### src/rtl/rom_arb_pkg.sv
// ---------------------------------------------------------------------------
// rom_arb_pkg
// Shared definitions for the two-port burst read arbiter.
//   state_t : arbiter FSM states (IDLE, BURST)
//   PORT0/PORT1 : requester index constants used for owner/grant fields
// ---------------------------------------------------------------------------
package rom_arb_pkg;

    typedef enum logic {
        IDLE  = 1'b0,
        BURST = 1'b1
    } state_t;

    localparam logic PORT0 = 1'b0;
    localparam logic PORT1 = 1'b1;

endpackage

### src/rtl/rr_pick2.sv
// ---------------------------------------------------------------------------
// rr_pick2
// Combinational two-input round-robin selector.
//   eligible[1:0] in  : per-port request eligibility
//   last_grant    in  : port that received the most recent grant
//   grant_valid   out : at least one port is eligible
//   grant_idx     out : port to grant (meaningful only with grant_valid)
// ---------------------------------------------------------------------------
module rr_pick2
    import rom_arb_pkg::*;
(
    input  logic [1:0] eligible,
    input  logic       last_grant,
    output logic       grant_valid,
    output logic       grant_idx
);

    // With both ports eligible the one that did not win last time is chosen,
    // so under continuous contention grants alternate.
    always_comb begin
        grant_valid = |eligible;
        grant_idx   = PORT0;
        if (eligible == 2'b11) begin
            grant_idx = ~last_grant;
        end else if (eligible[1]) begin
            grant_idx = PORT1;
        end
    end

endmodule

### src/rtl/rom_read_arbiter.sv
// ---------------------------------------------------------------------------
// rom_read_arbiter
// Shares one synchronous-read memory between two burst requesters.
//   clk, rst               : clock, asynchronous active-high reset
//   req0/1, addr0/1, len0/1: burst requests (len = words - 1)
//   ack0/1                 : one-cycle pulse, burst accepted
//   rvalid0/1, rlast0/1    : per-port return word valid / final word
//   rdata                  : shared return data (wired from mem_data)
//   mem_addr, mem_data     : memory address out, registered read data in
// ---------------------------------------------------------------------------
module rom_read_arbiter
    import rom_arb_pkg::*;
#(
    parameter int ADDR_WIDTH = 16,
    parameter int DATA_WIDTH = 16,
    parameter int LEN_WIDTH  = 8
)(
    input  logic                  clk,
    input  logic                  rst,
    input  logic                  req0,
    input  logic                  req1,
    input  logic [ADDR_WIDTH-1:0] addr0,
    input  logic [ADDR_WIDTH-1:0] addr1,
    input  logic [LEN_WIDTH-1:0]  len0,
    input  logic [LEN_WIDTH-1:0]  len1,
    output logic                  ack0,
    output logic                  ack1,
    output logic                  rvalid0,
    output logic                  rvalid1,
    output logic                  rlast0,
    output logic                  rlast1,
    output logic [DATA_WIDTH-1:0] rdata,
    output logic [ADDR_WIDTH-1:0] mem_addr,
    input  logic [DATA_WIDTH-1:0] mem_data
);

    state_t                state;
    logic                  owner;
    logic [LEN_WIDTH-1:0]  cnt;
    logic                  last_grant;
    logic                  pv;
    logic                  pl;
    logic                  pown;

    logic [1:0]            eligible;
    logic                  grant_valid;
    logic                  grant_idx;
    logic                  arb_edge;

    // A port whose ack is still high is mid-handshake; its req on this edge
    // belongs to the request just accepted and must not be granted again.
    assign eligible = {req1 & ~ack1, req0 & ~ack0};

    // Arbitration happens when idle or on the final address cycle of a burst,
    // which lets the next burst follow with no bubble.
    assign arb_edge = (state == IDLE) || (cnt == '0);

    rr_pick2 u_pick (
        .eligible    (eligible),
        .last_grant  (last_grant),
        .grant_valid (grant_valid),
        .grant_idx   (grant_idx)
    );

    // Burst FSM, address counter and response pipeline. The pipeline stage
    // tracks the one-cycle memory read latency so the valid/last/owner tags
    // line up with the word appearing on mem_data.
    always_ff @(posedge clk or posedge rst) begin
        if (rst) begin
            state      <= IDLE;
            owner      <= PORT0;
            cnt        <= '0;
            last_grant <= PORT1;
            mem_addr   <= '0;
            ack0       <= 1'b0;
            ack1       <= 1'b0;
            pv         <= 1'b0;
            pl         <= 1'b0;
            pown       <= PORT0;
        end else begin
            ack0 <= 1'b0;
            ack1 <= 1'b0;

            if (state == BURST) begin
                pv   <= 1'b1;
                pown <= owner;
                pl   <= (cnt == '0);
            end else begin
                pv   <= 1'b0;
            end

            if (arb_edge) begin
                if (grant_valid) begin
                    state      <= BURST;
                    owner      <= grant_idx;
                    last_grant <= grant_idx;
                    if (grant_idx == PORT0) begin
                        mem_addr <= addr0;
                        cnt      <= len0;
                        ack0     <= 1'b1;
                    end else begin
                        mem_addr <= addr1;
                        cnt      <= len1;
                        ack1     <= 1'b1;
                    end
                end else begin
                    state <= IDLE;
                end
            end else begin
                mem_addr <= mem_addr + ADDR_WIDTH'(1);
                cnt      <= cnt - LEN_WIDTH'(1);
            end
        end
    end

    // Output decode: only the owner of the word in flight sees rvalid.
    assign rvalid0 = pv && (pown == PORT0);
    assign rvalid1 = pv && (pown == PORT1);
    assign rlast0  = rvalid0 && pl;
    assign rlast1  = rvalid1 && pl;
    assign rdata   = mem_data;

endmodule

### config.mk
export PLATFORM = sky130hd
export DESIGN_NAME = rom_read_arbiter
export DESIGN_NICKNAME = d
export VERILOG_FILES = /design/src/rtl/rom_arb_pkg.sv /design/src/rtl/rr_pick2.sv /design/src/rtl/rom_read_arbiter.sv
export SDC_FILE = /design/constraint.sdc
export NUM_CORES = 1
export LEC_CHECK = 0
export CAP_MARGIN = 25
export CELL_PAD_IN_SITES_DETAIL_PLACEMENT = 1
export CELL_PAD_IN_SITES_GLOBAL_PLACEMENT = 1
export CORE_ASPECT_RATIO = 0.7
export CORE_UTILIZATION = 29
export DETAILED_ROUTE_END_ITERATION = 8
export PLACE_DENSITY = 0.84
export SYNTH_ARGS = -nofsm -noshare
export SYNTH_HDL_FRONTEND = slang
export SYNTH_SLANG_ARGS = --single-unit
### constraint.sdc
create_clock -name clk -period 3.05 [get_ports clk]
set_clock_uncertainty 0.2 [all_clocks]
set_input_delay 0.305 -clock clk [delete_from_list [all_inputs] [get_ports clk]]
set_output_delay 0.305 -clock clk [all_outputs]
set_load 0.01 [all_outputs]
==> results.ini <==
[setup_path]
worst_ep_arrival_time_ns=2.77
kind_of_cell_adding_the_most_delay_to_the_critical_path=simple AND/OR/NAND/NOR gates
worstSetupStartpointType=register
worstPathRequired_ns=3.04
timing.rr.start=cnt[0]
crit_path_cell_trace=inv_1 > ha_1 > or4b_4 > o41ai_4 > buf_4 > nor4_1 > a211oi_1 > a311oi_1
timing.reg2reg.setup_slack_ns=0.27
timing.critical_path.fanout_max=13
highest_delay_cell_along_the_critical_path=sky130_fd_sc_hd__nor4_1
critical_path.n_buffers_inverters=2
timing.rr.end=mem_addr[10]
ff2ff_path_depth=8
cp_slowest_stage_delay_ns=0.80
setup.worst_path.end_class=register
worstSetupPathType=register to register

[status]
status=complete, no violations

[clock_tree]
cts-buffers-inserted=5
ctsHtreeMaxLevel=2
count_of_hold_buffers_inserted_by_post_cts_repair=0
clk_latency_ns=0.28
ctsResizeCount=0
clkSlewWorstSetupHoldPaths_ns=0.07
clk_root_buffer_cell=sky130_fd_sc_hd__clkbuf_8
clock_path_buffers=2
cts_tree=yes
clock_sink_count=32
post-cts-setup-buffer-count=0

[sta]
fmaxAchievable_mhz=359.4
report.final.slew_viol_count=0
finalSetupTns_ns=0
period_minus_slack_ns=2.782
report.final.hold_viol_count=0
rsz0062_at_grt=no
report.final.setup_viol=0
slew_headroom_pct=38.82
worst_pin_slew_ns=0.9093
final.hold.worst_slack_ns=0.2309
period_share_pct=91.22

[die]
ios=106
die-width_um=104.6
core_area_um2=6944
initial_core_util_pct=30.77
site_rows=25
die_h_um=73.82
dieArea_um2=7722

[synth]
yosysWarningCount=0
synth.cell_area_um2=2137
synth_area_leaders=sky130_fd_sc_hd__dfrtp_1, sky130_fd_sc_hd__buf_4, sky130_fd_sc_hd__nand2_1
synth_cell_type_count=44
yosys-top-cells-count=sky130_fd_sc_hd__nand2_1, sky130_fd_sc_hd__dfrtp_1, sky130_fd_sc_hd__buf_4
synth_top_cell_by_area=sky130_fd_sc_hd__dfrtp_1
number_of_synthesized_flops_with_an_enable_pin=0
synth_cells=247
synth_fp_nets=318
synth_ff_type=sky130_fd_sc_hd__dfrtp_1
average_cell_area_after_synthesis_um2=8.652
synth-seq-cells=32
synth.yosys.seq_area_share_pct=37.53
ys_async_sr_fraction_pct=100.0
synth.most_common_cell=sky130_fd_sc_hd__nand2_1
top_area_cell_type_share_of_the_netlist_area_pct=36.30

[power_and_ir_drop]
power_density_nw_per_um2=737.6
power_mw=2.177
vdd_ir_drop_max_v=0.0002525
power.static_leakage_nw=1.218

[run]
reported_max_cap_violation_count=0

[routing]
drt.antenna.violating_nets=0
drt_first_iter_violations=98
totalWireLength_um=6638
drt-wirelength-per-cell_um=16.68
dr.pass1.iters=4
drc=0
vias_per_cell=5.271
vias=2098

[placement]
globalplace.congestion=0.8450
post-dp-hpwl_um=4896
io_buffer_count=73
placed_cells=390

[cells_and_area]
final_cells=398
final_layout_size_suffix_gt1_share_pct=6.250
fillers=836
area_growth_syn_to_layout_pct=38.11
diodes=0
layout.core_utilization_pct=42.50
finalNetCount=374

[worst_hold_path]
worst_hold_path_type=primary input to async pin

[global_route]
grt_max_degree=33
grt.total_usage_pct=18.22
wire_length_of_the_first_global_routing_pass_um=10890
grt_overflow=0
grt_antenna_before_repair=0
number_of_global_route_vias_before_repair=2162

-- report_power, final --
part | total, mW | internal (mW) | switching (mW)
Clock | 0.348 | 0.184 | 0.163
Sequential | 0.891 | 0.609 | 0.282
Combinational | 0.939 | 0.521 | 0.418
-- metrics by stage --
stage	setup WS, ns	instance area (um2)
floorplan	0.7030	2137
global placement	0.5261	2861
detailed placement	0.3576	2861
CTS	0.3467	2952
global route	0.1038	2952
finish	0.2677	2952
-- routing by layer --
metal	up-vias	global-route usage [%]	part of all wire [%]
met1	1015	23.90	49
met2	62	30.54	44
met3	5	4.614	6.3
met4	0	4.069	0.63
met5	-	0	0
li1	1016	-	-
-- placed cells by master (no fill, tap or decap), drive strengths merged, types with 2 or more instances in the layout --
cell type	netlist	routed
a211oi	6	6
nor4	3	3
clkbuf	7	8
a21oi	9	9
nand4	3	3
nor2	14	14
and2	2	2
clkdlybuf4s50	0	73
o221ai	3	3
buf	24	7
mux2i	10	10
nand2	32	32
nand3	10	10
ha	3	3
o21ai	16	16
or3	7	7
nor3	16	16
o21a	2	2
o22ai	3	3
a311oi	6	6
inv	6	6
xnor2	2	2
a221oi	3	3
a21o	4	4
dfrtp	31	31
nor2b	2	2
and3	8	8
a31oi	2	2
-- state kept, by name, summed over array words and instances (netlist names) --
name,count
mem_addr,16
pv,1
pl,1
state,1
ack1,1
cnt,8
owner,1
pown,1
ack0,1
last_grant,1
-- worst min-delay path: stages --
cell and delay [ns]:
sky130_fd_sc_hd__clkdlybuf4s50_1 0.40, sky130_fd_sc_hd__inv_1 0.06, sky130_fd_sc_hd__buf_4 0.38
-- cell type report --
cell class	count	area, um2	share of cell area [%]
Clock buffer	8	90.09	3.052
Inverter	6	22.52	0.7630
Multi-Input combinational cell	178	1124	38.07
Sequential cell	32	802.0	27.17
Tap cell	94	117.6	3.985
Timing Repair Buffer	80	795.8	26.96
-- logic make-up after synthesis --
logic type / Yosys count / synth area share, %
buffers and inverters: 37 / 9.895
AOI/OAI and AO/OA: 62 / 21.19
adders and majority gates: 3 / 1.757
DFF: 32 / 37.53
xor gates and xnor gates: 2 / 0.8198
muxes: 11 / 5.211
and+or+nand+nor: 100 / 23.60
-- how the worst max path moves through the flow --
stage	start	to	cells past startpoint
3_3_place_gp	cnt[0]	mem_addr[10]	8
5_1_grt	cnt[0]	mem_addr[10]	8
6_report	cnt[0]	mem_addr[10]	8
3_5_place_dp	cnt[0]	mem_addr[10]	8
4_1_cts	cnt[0]	mem_addr[10]	8
2_1_floorplan	cnt[0]	mem_addr[5]	8
Note: power is estimated with default switching activity, not from simulation.
